==> src/rtl/mannix_ddr_loader_pkg.sv <==
// Shared types and helpers for the DDR-to-memory-farm load engine.
// Lines are 32 bytes built from eight 32-bit DDR read beats.
package mannix_ddr_pkg;

   localparam int LINE_BYTES     = 32;
   localparam int BEAT_BYTES     = 4;
   localparam int BEATS_PER_LINE = 8;

   typedef enum logic [2:0] {
      IDLE,
      REQ,
      DATA,
      DRAIN,
      FIN
   } ld_state_e;

   typedef struct packed {
      logic [255:0] data;
      logic         last;
      logic [4:0]   nbytes_m1;
   } line_entry_s;

   function automatic logic [4:0] burst_len(
      input logic [17:0] rem,
      input int unsigned mx
   );
      if (rem > 18'(mx)) return 5'(mx);
      return rem[4:0];
   endfunction

   // n is the count of valid low bytes; 0 means all four are valid
   function automatic logic [31:0] mask_beat(
      input logic [31:0] d,
      input logic [1:0]  n
   );
      logic [31:0] m;
      m = d;
      for (int b = 0; b < 4; b++) begin
         if (n != 2'd0 && b >= int'(n)) m[8*b +: 8] = 8'h00;
      end
      return m;
   endfunction

endpackage

==> src/rtl/mannix_ddr_loader_if.sv <==
// Command, DDR read and farm line-stream signals of the load engine.
// slave is the engine side, master is the surrounding system.
interface mannix_ddr_loader_if;

   logic         start;
   logic [31:0]  ddr_base;
   logic [18:0]  len_bytes;
   logic         busy;
   logic         done;
   logic         ddr_rd_req;
   logic [31:0]  ddr_rd_addr;
   logic [4:0]   ddr_rd_beats;
   logic         ddr_rd_gnt;
   logic         ddr_rvalid;
   logic [31:0]  ddr_rdata;
   logic         line_valid;
   logic [255:0] line_data;
   logic         line_last;
   logic [4:0]   line_nbytes_m1;
   logic         line_ready;

   modport slave (
      input  start, ddr_base, len_bytes,
      input  ddr_rd_gnt, ddr_rvalid, ddr_rdata,
      input  line_ready,
      output busy, done,
      output ddr_rd_req, ddr_rd_addr, ddr_rd_beats,
      output line_valid, line_data, line_last, line_nbytes_m1
   );

   modport master (
      output start, ddr_base, len_bytes,
      output ddr_rd_gnt, ddr_rvalid, ddr_rdata,
      output line_ready,
      input  busy, done,
      input  ddr_rd_req, ddr_rd_addr, ddr_rd_beats,
      input  line_valid, line_data, line_last, line_nbytes_m1
   );

endinterface

==> src/rtl/mannix_ddr_loader_fifo.sv <==
// Show-ahead line FIFO: head entry is visible while o_valid is high.
// Push and pop may coincide at any occupancy, including full.
module mem_line_fifo
   import mannix_ddr_pkg::*;
#(
   parameter  int DEPTH = 4,
   localparam int AW    = (DEPTH > 1) ? $clog2(DEPTH) : 1,
   localparam int CW    = $clog2(DEPTH + 1)
) (
   input  logic          clk,
   input  logic          rst_n,
   input  logic          i_push,
   input  line_entry_s   i_entry,
   input  logic          i_pop,
   output logic          o_valid,
   output line_entry_s   o_entry,
   output logic [CW-1:0] o_count
);

   line_entry_s   r_mem [DEPTH];
   logic [AW-1:0] r_wr;
   logic [AW-1:0] r_rd;
   logic [CW-1:0] r_cnt;
   logic          w_pop;
   logic          w_push;

   assign w_pop  = i_pop && (r_cnt != '0);
   assign w_push = i_push && ((r_cnt != CW'(DEPTH)) || w_pop);

   always_ff @(posedge clk or negedge rst_n) begin
      if (!rst_n) begin
         for (int i = 0; i < DEPTH; i++) r_mem[i] <= '0;
         r_wr  <= '0;
         r_rd  <= '0;
         r_cnt <= '0;
      end else begin
         if (w_push) begin
            r_mem[r_wr] <= i_entry;
            r_wr <= (r_wr == AW'(DEPTH - 1)) ? '0 : r_wr + 1'b1;
         end
         if (w_pop) begin
            r_rd <= (r_rd == AW'(DEPTH - 1)) ? '0 : r_rd + 1'b1;
         end
         if (w_push && !w_pop) r_cnt <= r_cnt + 1'b1;
         else if (w_pop && !w_push) r_cnt <= r_cnt - 1'b1;
      end
   end

   assign o_valid = (r_cnt != '0);
   assign o_entry = r_mem[r_rd];
   assign o_count = r_cnt;

endmodule

==> src/rtl/mannix_ddr_loader.sv <==
// DDR load engine: bursts DDR reads, packs 32-bit beats into 256-bit
// lines and streams them to the memory farm with last/nbytes markers.
module mannix_ddr_loader
   import mannix_ddr_pkg::*;
#(
   parameter int MAX_BURST       = 16,
   parameter int LINE_FIFO_DEPTH = 4
) (
   input logic               clk,
   input logic               rst_n,
   mannix_ddr_loader_if.slave bus
);

   localparam int CW = $clog2(LINE_FIFO_DEPTH + 1);

   ld_state_e     r_state;
   logic          r_busy;
   logic          r_done;
   logic          r_req;
   logic [31:0]   r_addr;
   logic [4:0]    r_beats;
   logic [17:0]   r_req_left;
   logic [17:0]   r_rx_left;
   logic [4:0]    r_burst_left;
   logic [1:0]    r_tail;
   logic [4:0]    r_last_m1;
   logic [255:0]  r_line;
   logic [2:0]    r_beat_idx;

   logic [17:0]   w_total;
   logic          w_final;
   logic          w_line_end;
   logic          w_credit;
   logic [31:0]   w_beat;
   logic [255:0]  w_line;
   logic          w_push;
   logic          w_pop;
   line_entry_s   w_entry;
   line_entry_s   w_head;
   logic          w_fvalid;
   logic [CW-1:0] w_occ;

   assign w_total    = 18'((20'(bus.len_bytes) + 20'd3) >> 2);
   assign w_final    = (r_rx_left == 18'd1);
   assign w_line_end = w_final ||
                       (r_beat_idx == 3'(BEATS_PER_LINE - 1));
   // Leaves room for a whole burst plus the partial line in flight
   assign w_credit   = int'(w_occ) <= LINE_FIFO_DEPTH - 3;
   assign w_push     = (r_state == DATA) && bus.ddr_rvalid && w_line_end;
   assign w_pop      = w_fvalid && bus.line_ready;

   always_comb begin
      w_beat = bus.ddr_rdata;
      if (w_final) w_beat = mask_beat(bus.ddr_rdata, r_tail);
      w_line = r_line;
      w_line[{r_beat_idx, 5'd0} +: 32] = w_beat;
      w_entry.data      = w_line;
      w_entry.last      = w_final;
      w_entry.nbytes_m1 = w_final ? r_last_m1 : 5'd31;
   end

   always_ff @(posedge clk or negedge rst_n) begin
      if (!rst_n) begin
         r_state      <= IDLE;
         r_busy       <= 1'b0;
         r_done       <= 1'b0;
         r_req        <= 1'b0;
         r_addr       <= '0;
         r_beats      <= '0;
         r_req_left   <= '0;
         r_rx_left    <= '0;
         r_burst_left <= '0;
         r_tail       <= '0;
         r_last_m1    <= '0;
         r_line       <= '0;
         r_beat_idx   <= '0;
      end else begin
         r_done <= 1'b0;
         unique case (r_state)
            IDLE: begin
               r_busy <= 1'b0;
               if (bus.start && !r_busy) begin
                  r_busy     <= 1'b1;
                  r_addr     <= bus.ddr_base & 32'hFFFF_FFFC;
                  r_req_left <= w_total;
                  r_rx_left  <= w_total;
                  r_tail     <= bus.len_bytes[1:0];
                  r_last_m1  <= 5'((bus.len_bytes - 19'd1) %
                                   19'(LINE_BYTES));
                  r_beats    <= burst_len(w_total, MAX_BURST);
                  r_line     <= '0;
                  r_beat_idx <= '0;
                  r_state    <= (bus.len_bytes == '0) ? FIN : REQ;
               end
            end
            REQ: begin
               if (r_req && bus.ddr_rd_gnt) begin
                  r_req        <= 1'b0;
                  r_addr       <= r_addr +
                                  32'(int'(r_beats) * BEAT_BYTES);
                  r_req_left   <= r_req_left - 18'(r_beats);
                  r_burst_left <= r_beats;
                  r_state      <= DATA;
               end else if (w_credit) begin
                  r_req <= 1'b1;
               end
            end
            DATA: begin
               if (bus.ddr_rvalid) begin
                  r_rx_left    <= r_rx_left - 18'd1;
                  r_burst_left <= r_burst_left - 5'd1;
                  if (w_line_end) begin
                     r_line     <= '0;
                     r_beat_idx <= '0;
                  end else begin
                     r_line     <= w_line;
                     r_beat_idx <= r_beat_idx + 3'd1;
                  end
                  if (w_final) begin
                     r_state <= DRAIN;
                  end else if (r_burst_left == 5'd1) begin
                     r_beats <= burst_len(r_req_left, MAX_BURST);
                     r_state <= REQ;
                  end
               end
            end
            DRAIN: begin
               if (w_occ == '0) r_state <= FIN;
            end
            FIN: begin
               r_done  <= 1'b1;
               r_state <= IDLE;
            end
            default: r_state <= IDLE;
         endcase
      end
   end

   mem_line_fifo #(
      .DEPTH(LINE_FIFO_DEPTH)
   ) u_fifo (
      .clk     (clk),
      .rst_n   (rst_n),
      .i_push  (w_push),
      .i_entry (w_entry),
      .i_pop   (w_pop),
      .o_valid (w_fvalid),
      .o_entry (w_head),
      .o_count (w_occ)
   );

   assign bus.busy           = r_busy;
   assign bus.done           = r_done;
   assign bus.ddr_rd_req     = r_req;
   assign bus.ddr_rd_addr    = r_addr;
   assign bus.ddr_rd_beats   = r_beats;
   assign bus.line_valid     = w_fvalid;
   assign bus.line_data      = w_head.data;
   assign bus.line_last      = w_head.last;
   assign bus.line_nbytes_m1 = w_head.nbytes_m1;

endmodule

==> src/flat_wrapper.sv <==
// flat-port wrapper written by rule: the top's interface ports become plain ports
module mannix_ddr_loader_flat import mannix_ddr_pkg::*;
#(
   parameter int MAX_BURST       = 16,
   parameter int LINE_FIFO_DEPTH = 4
)
  (clk, rst_n, bus_start, bus_ddr_base, bus_len_bytes, bus_ddr_rd_gnt, bus_ddr_rvalid, bus_ddr_rdata, bus_line_ready, bus_busy, bus_done, bus_ddr_rd_req, bus_ddr_rd_addr, bus_ddr_rd_beats, bus_line_valid, bus_line_data, bus_line_last, bus_line_nbytes_m1);
  mannix_ddr_loader_if bus_i ();
  input logic clk;
  input logic rst_n;
  input wire logic [$bits(bus_i.start)-1:0] bus_start;
  input wire logic [$bits(bus_i.ddr_base)-1:0] bus_ddr_base;
  input wire logic [$bits(bus_i.len_bytes)-1:0] bus_len_bytes;
  input wire logic [$bits(bus_i.ddr_rd_gnt)-1:0] bus_ddr_rd_gnt;
  input wire logic [$bits(bus_i.ddr_rvalid)-1:0] bus_ddr_rvalid;
  input wire logic [$bits(bus_i.ddr_rdata)-1:0] bus_ddr_rdata;
  input wire logic [$bits(bus_i.line_ready)-1:0] bus_line_ready;
  output wire logic [$bits(bus_i.busy)-1:0] bus_busy;
  output wire logic [$bits(bus_i.done)-1:0] bus_done;
  output wire logic [$bits(bus_i.ddr_rd_req)-1:0] bus_ddr_rd_req;
  output wire logic [$bits(bus_i.ddr_rd_addr)-1:0] bus_ddr_rd_addr;
  output wire logic [$bits(bus_i.ddr_rd_beats)-1:0] bus_ddr_rd_beats;
  output wire logic [$bits(bus_i.line_valid)-1:0] bus_line_valid;
  output wire logic [$bits(bus_i.line_data)-1:0] bus_line_data;
  output wire logic [$bits(bus_i.line_last)-1:0] bus_line_last;
  output wire logic [$bits(bus_i.line_nbytes_m1)-1:0] bus_line_nbytes_m1;
  assign bus_i.start = bus_start;
  assign bus_i.ddr_base = bus_ddr_base;
  assign bus_i.len_bytes = bus_len_bytes;
  assign bus_i.ddr_rd_gnt = bus_ddr_rd_gnt;
  assign bus_i.ddr_rvalid = bus_ddr_rvalid;
  assign bus_i.ddr_rdata = bus_ddr_rdata;
  assign bus_i.line_ready = bus_line_ready;
  assign bus_busy = bus_i.busy;
  assign bus_done = bus_i.done;
  assign bus_ddr_rd_req = bus_i.ddr_rd_req;
  assign bus_ddr_rd_addr = bus_i.ddr_rd_addr;
  assign bus_ddr_rd_beats = bus_i.ddr_rd_beats;
  assign bus_line_valid = bus_i.line_valid;
  assign bus_line_data = bus_i.line_data;
  assign bus_line_last = bus_i.line_last;
  assign bus_line_nbytes_m1 = bus_i.line_nbytes_m1;
  mannix_ddr_loader #(.MAX_BURST(MAX_BURST), .LINE_FIFO_DEPTH(LINE_FIFO_DEPTH)) u_core (.clk(clk), .rst_n(rst_n), .bus(bus_i));
endmodule
==> config.mk <==
export PLATFORM = sky130hd
export DESIGN_NAME = mannix_ddr_loader_flat
export DESIGN_NICKNAME = d
export VERILOG_FILES = /design/src/rtl/mannix_ddr_loader_pkg.sv /design/src/rtl/mannix_ddr_loader_if.sv /design/src/rtl/mannix_ddr_loader_fifo.sv /design/src/rtl/mannix_ddr_loader.sv /design/src/flat_wrapper.sv
export SDC_FILE = /design/constraint.sdc
export NUM_CORES = 2
export LEC_CHECK = 0
export BUFFER_PORTS_ARGS = -buffer_cell sky130_fd_sc_hd__buf_2
export CAP_MARGIN = 20
export CORE_MARGIN = 2
export CORE_UTILIZATION = 45
export CTS_BUF_LIST = sky130_fd_sc_hd__clkbuf_8
export CTS_CLUSTER_DIAMETER = 50
export DETAILED_ROUTE_END_ITERATION = 12
export PLACE_DENSITY = 0.64
export SLEW_MARGIN = 25
export SYNTH_ARGS = -nofsm -noshare
export SYNTH_HDL_FRONTEND = slang
export SYNTH_HIERARCHICAL = 1
export SYNTH_SLANG_ARGS = --single-unit
==> constraint.sdc <==
create_clock -name clk -period 3 [get_ports clk]
set_input_delay 0.15 -clock clk [delete_from_list [all_inputs] [get_ports clk]]
set_output_delay 0.15 -clock clk [all_outputs]
set_load 0.03 [all_outputs]
==> impl_metrics.py <==
metrics = {
    "grt": {
        "antenna_found_initial": 14,
        "grtUsageMet2_pct": 39.40,
        "use_met3_pct": 4.900,
        "use_met1_pct": 36.26,
        "grt_max_degree": 134,
        "grt_usage_pct": 25.44,
        "gr-total-overflow": 0,
        "grt-busiest-layer": "met2",
        "grt_pass1_vias": 44232,
        "grt_pass1_wl_um": 282800,
    },
    "logic_synthesis": {
        "postSynthAreaPerCell_um2": 13.81,
        "synthCells": 4691,
        "syn_area_mm2": 0.06477,
        "synth.distinct_cells": 77,
        "ys_seq_elements": 1403,
        "synth_top_area_cell": "dfrtp_1",
        "synth_enable_flop_cells": 0,
        "synthArstFlopShare_pct": 100.0,
        "synth_top_area_share_pct": 54.21,
        "yosys-top-cells-area": "dfrtp_1, mux2_1, mux4_2",
        "yosysSeqAreaShare_pct": 54.21,
        "yosys_warnings": 6,
        "ys.flop_type": "dfrtp_1",
    },
    "clocking": {
        "clock_latency_ns": 0.97,
        "htree_levels": 4,
        "ctsLongestPathBuffers": 3,
        "cts.sinks": 1403,
        "cts_tree": "done",
        "cts_made_buffers": 230,
        "clk_pin_slew_worst_paths_ns": 0.06,
        "cts-root-buf": "clkbuf_8",
    },
    "timing": {
        "finalCriticalPeriod_ns": 3.048,
        "setup_ws_ns": -0.04839,
        "rsz0062_at_grt": "true",
        "slew_viol_final": 0,
        "setup_viol_count_final": 128,
        "hold_ws_ns": 0.1469,
        "worst_pin_slew_ns": 1.169,
        "fmax_mhz": 328.0,
        "final_hold_viol_count": 0,
        "max-slew-margin-rel_pct": 21.27,
        "finalCritPeriodShare_pct": 101.6,
        "fin_skew_ns": 0.07332,
        "fin_tns_setup_ns": -2.025,
    },
    "power_and_ir_drop": {
        "finalPower_mw": 49.13,
        "p_comb_share_pct": 22.8,
        "switching_share_pct": 33.17,
        "power_frac_seq_pct": 41.8,
        "p_clk_share_pct": 35.4,
        "power_switching_mw": 16.30,
        "peakVddDrop_v": 0.0006056,
        "cellLeakagePower_nw": 37.99,
        "power_density_mw_per_mm2": 629.8,
        "intPower_mw": 32.84,
    },
    "drt": {
        "ant_nets": 0,
        "wl_um": 190300,
        "dr.pass1.iters": 5,
        "post-route-drc-count": 0,
        "vias": 43710,
        "vias_per_cell": 5.835,
        "drtIter0Drc": 3232,
        "wl_per_cell_um": 25.41,
    },
    "finish": {
        "fin_cells": 7491,
        "nets": 5528,
        "area_delta_synth_final_pct": 20.45,
        "fillers": 11799,
        "layout_common_cells": "dfrtp_1, mux2_1, nand2_1",
        "final_common_cell": "dfrtp_1",
        "layout-drive-gt1-share_pct": 31.29,
        "multi_input_area_mm2": 0.02767,
        "register_area_mm2": 0.03512,
    },
    "worst_hold_path": {
        "min_from": "bus_ddr_base[29]",
        "hold_class": "primary input to register",
    },
    "floorplan": {
        "fp-row-count": 139,
        "start_util_pct": 45.20,
        "io_pins": 392,
        "fp.dieArea_mm2": 0.1470,
        "die_w_um": 383.4,
        "core-area_mm2": 0.1433,
        "die_y_um": 383.4,
    },
    "run_status": {
        "status": "finished, violations left",
        "violations": "negative setup slack",
    },
    "worst_setup_path": {
        "crit_slowest_cell": "or4_4",
        "path_cells": "or4_4, or3_4, nor2_4, nor2_4, nor2_4, buf_6, nand2_1, nor2_4, buf_12, buf_16, mux2_1",
        "cpMostUsedCell": "nor2_4",
        "crit_required_ns": 3.79,
        "cp-start-kind": "register",
        "arrival_ns": 3.84,
        "cp_num_buf_inv": 3,
        "path_max_fanout": 26,
        "crit_type": "register to register",
        "slowest_delay_ns": 0.54,
        "r2r-start": "u_core/r_rx_left[16]",
        "cpLargestDelayFamily": "simple AND/OR/NAND/NOR gates",
        "setup.worst_path.start": "u_core/r_rx_left[16]",
        "cp-end-kind": "register",
    },
    "placement": {
        "dp_hpwl_um": 125500,
        "pre_cts_slack_ns": -0.02608,
        "dp.cells": 6892,
        "io_buffers": 387,
        "place.gp.congestion": 0.8679,
    },
    "flow_run": {
        "cap_viol_max_count": 0,
    },
}
worst paths after layout:
kind / slack [ns] / end / cells after the start
max: -0.05 / u_core/u_fifo/r_mem[512] / 11
max reg2reg: -0.05 / u_core/u_fifo/r_mem[512] / 11
max in group asynchronous: 1.69 / u_core/bus.ddr_rd_beats[1] / 4
min reg2reg: 0.48 / u_core/r_last_m1[3] / 2
min: 0.15 / u_core/bus.ddr_rd_addr[29] / 4
min in group asynchronous: 0.49 / u_core/r_line[215] / 4
tightest hold or removal path: stages:
cell	delay, ns
dlygate4sd3_1	0.51
buf_2	0.12
o22ai_1	0.09
a2bb2oi_1	0.15
flip-flops by register name, summed over array words and instances (netlist names):
| name | count |
|---|---|
| u_core/bus.busy | 1 |
| u_core/bus.ddr_rd_addr | 30 |
| u_core/bus.ddr_rd_beats | 5 |
| u_core/bus.ddr_rd_req | 1 |
| u_core/bus.done | 1 |
| u_core/r_beat_idx | 3 |
| u_core/r_burst_left | 5 |
| u_core/r_last_m1 | 5 |
| u_core/r_line | 256 |
| u_core/r_req_left | 18 |
| u_core/r_rx_left | 18 |
| u_core/r_state | 3 |
| u_core/r_tail | 2 |
| u_core/u_fifo/o_count | 3 |
| u_core/u_fifo/r_mem | 1048 |
| u_core/u_fifo/r_rd | 2 |
| u_core/u_fifo/r_wr | 2 |
final cells by class:
class                   count  area share (%)
inverters                  33          0.1588
multi-input cells        2895           35.47
well taps                1903           3.052
clock inverters           122           1.092
diodes                      5         0.01604
flip-flops and latches   1403           45.01
repair buffers            842           10.12
clock buffers             288           5.081
stage by stage:
step | util, % | cell area, um^2
floorplan | - | 64810
global placement | 48.91 | 70100
detailed placement | 48.94 | 70130
CTS | 53.92 | 77270
global route | 54.44 | 78010
finish | 54.44 | 78010
metal layers:
metal / up-vias / wire [um]
met5: - / 50
met4: 8 / 4948
met3: 281 / 11950
met2: 1467 / 88900
met1: 23071 / 84470
li1: 18883 / -
synthesized netlist by cell type (all sizes together), types with 5 or more instances:
library cell / number
dfrtp: 1403
xor2: 10
nor4: 19
o22ai: 16
or2: 9
o2bb2ai: 7
o211ai: 9
mux4: 262
o32ai: 5
a22o: 265
o21a: 6
nor2b: 7
or4: 12
a21oi: 62
nor3b: 6
a211oi: 7
and2: 9
nand2b: 13
clkbuf: 174
xnor2: 16
nor4b: 5
o31ai: 54
a21o: 12
a31oi: 13
ha: 31
or3: 15
inv: 33
and3: 15
o21ai: 267
nor2: 79
nand2: 445
o22a: 7
a2bb2oi: 11
nor3: 42
nand4: 10
buf: 187
nand3: 27
mux2i: 6
mux2: 1061
power groups by stage:
| stage | logic (mW) | registers, mW | clock network [mW] |
|---|---|---|---|
| floorplan | 5.86 | 21.1 | 0 |
| global placement | 10.2 | 20.8 | 0 |
| detailed placement | 10.4 | 20.8 | 0 |
| CTS | 11.0 | 20.5 | 17.8 |
| global route | 12.0 | 20.6 | 18.7 |
| finish | 11.2 | 20.5 | 17.4 |
cells by family (layout without fill, tap and decap cells):
| group | Yosys count | in the layout | share of synthesized area (%) |
|---|---|---|---|
| compound gates | 773 | 773 | 8.355 |
| xor+xnor | 26 | 26 | 0.3516 |
| fa+ha+maj | 34 | 34 | 0.6916 |
| buf+inv | 394 | 1285 | 3.562 |
| flops | 1403 | 1403 | 54.21 |
| mux | 1329 | 1329 | 27.65 |
| other cells | 1 | 7 | 0.005790 |
| simple gates | 731 | 731 | 5.179 |
repair_timing:
item | in CTS | in global routing
pin swaps | 2 | 6
resized for setup | 130 | 68
buffers inserted | 15 | 8
cloned | 13 | 15
setup endpoints to repair | 366 | 703
hold buffers | 133 | 0
hold endpoints to repair | 1784 | 0
(Power assumes the default switching activity.)
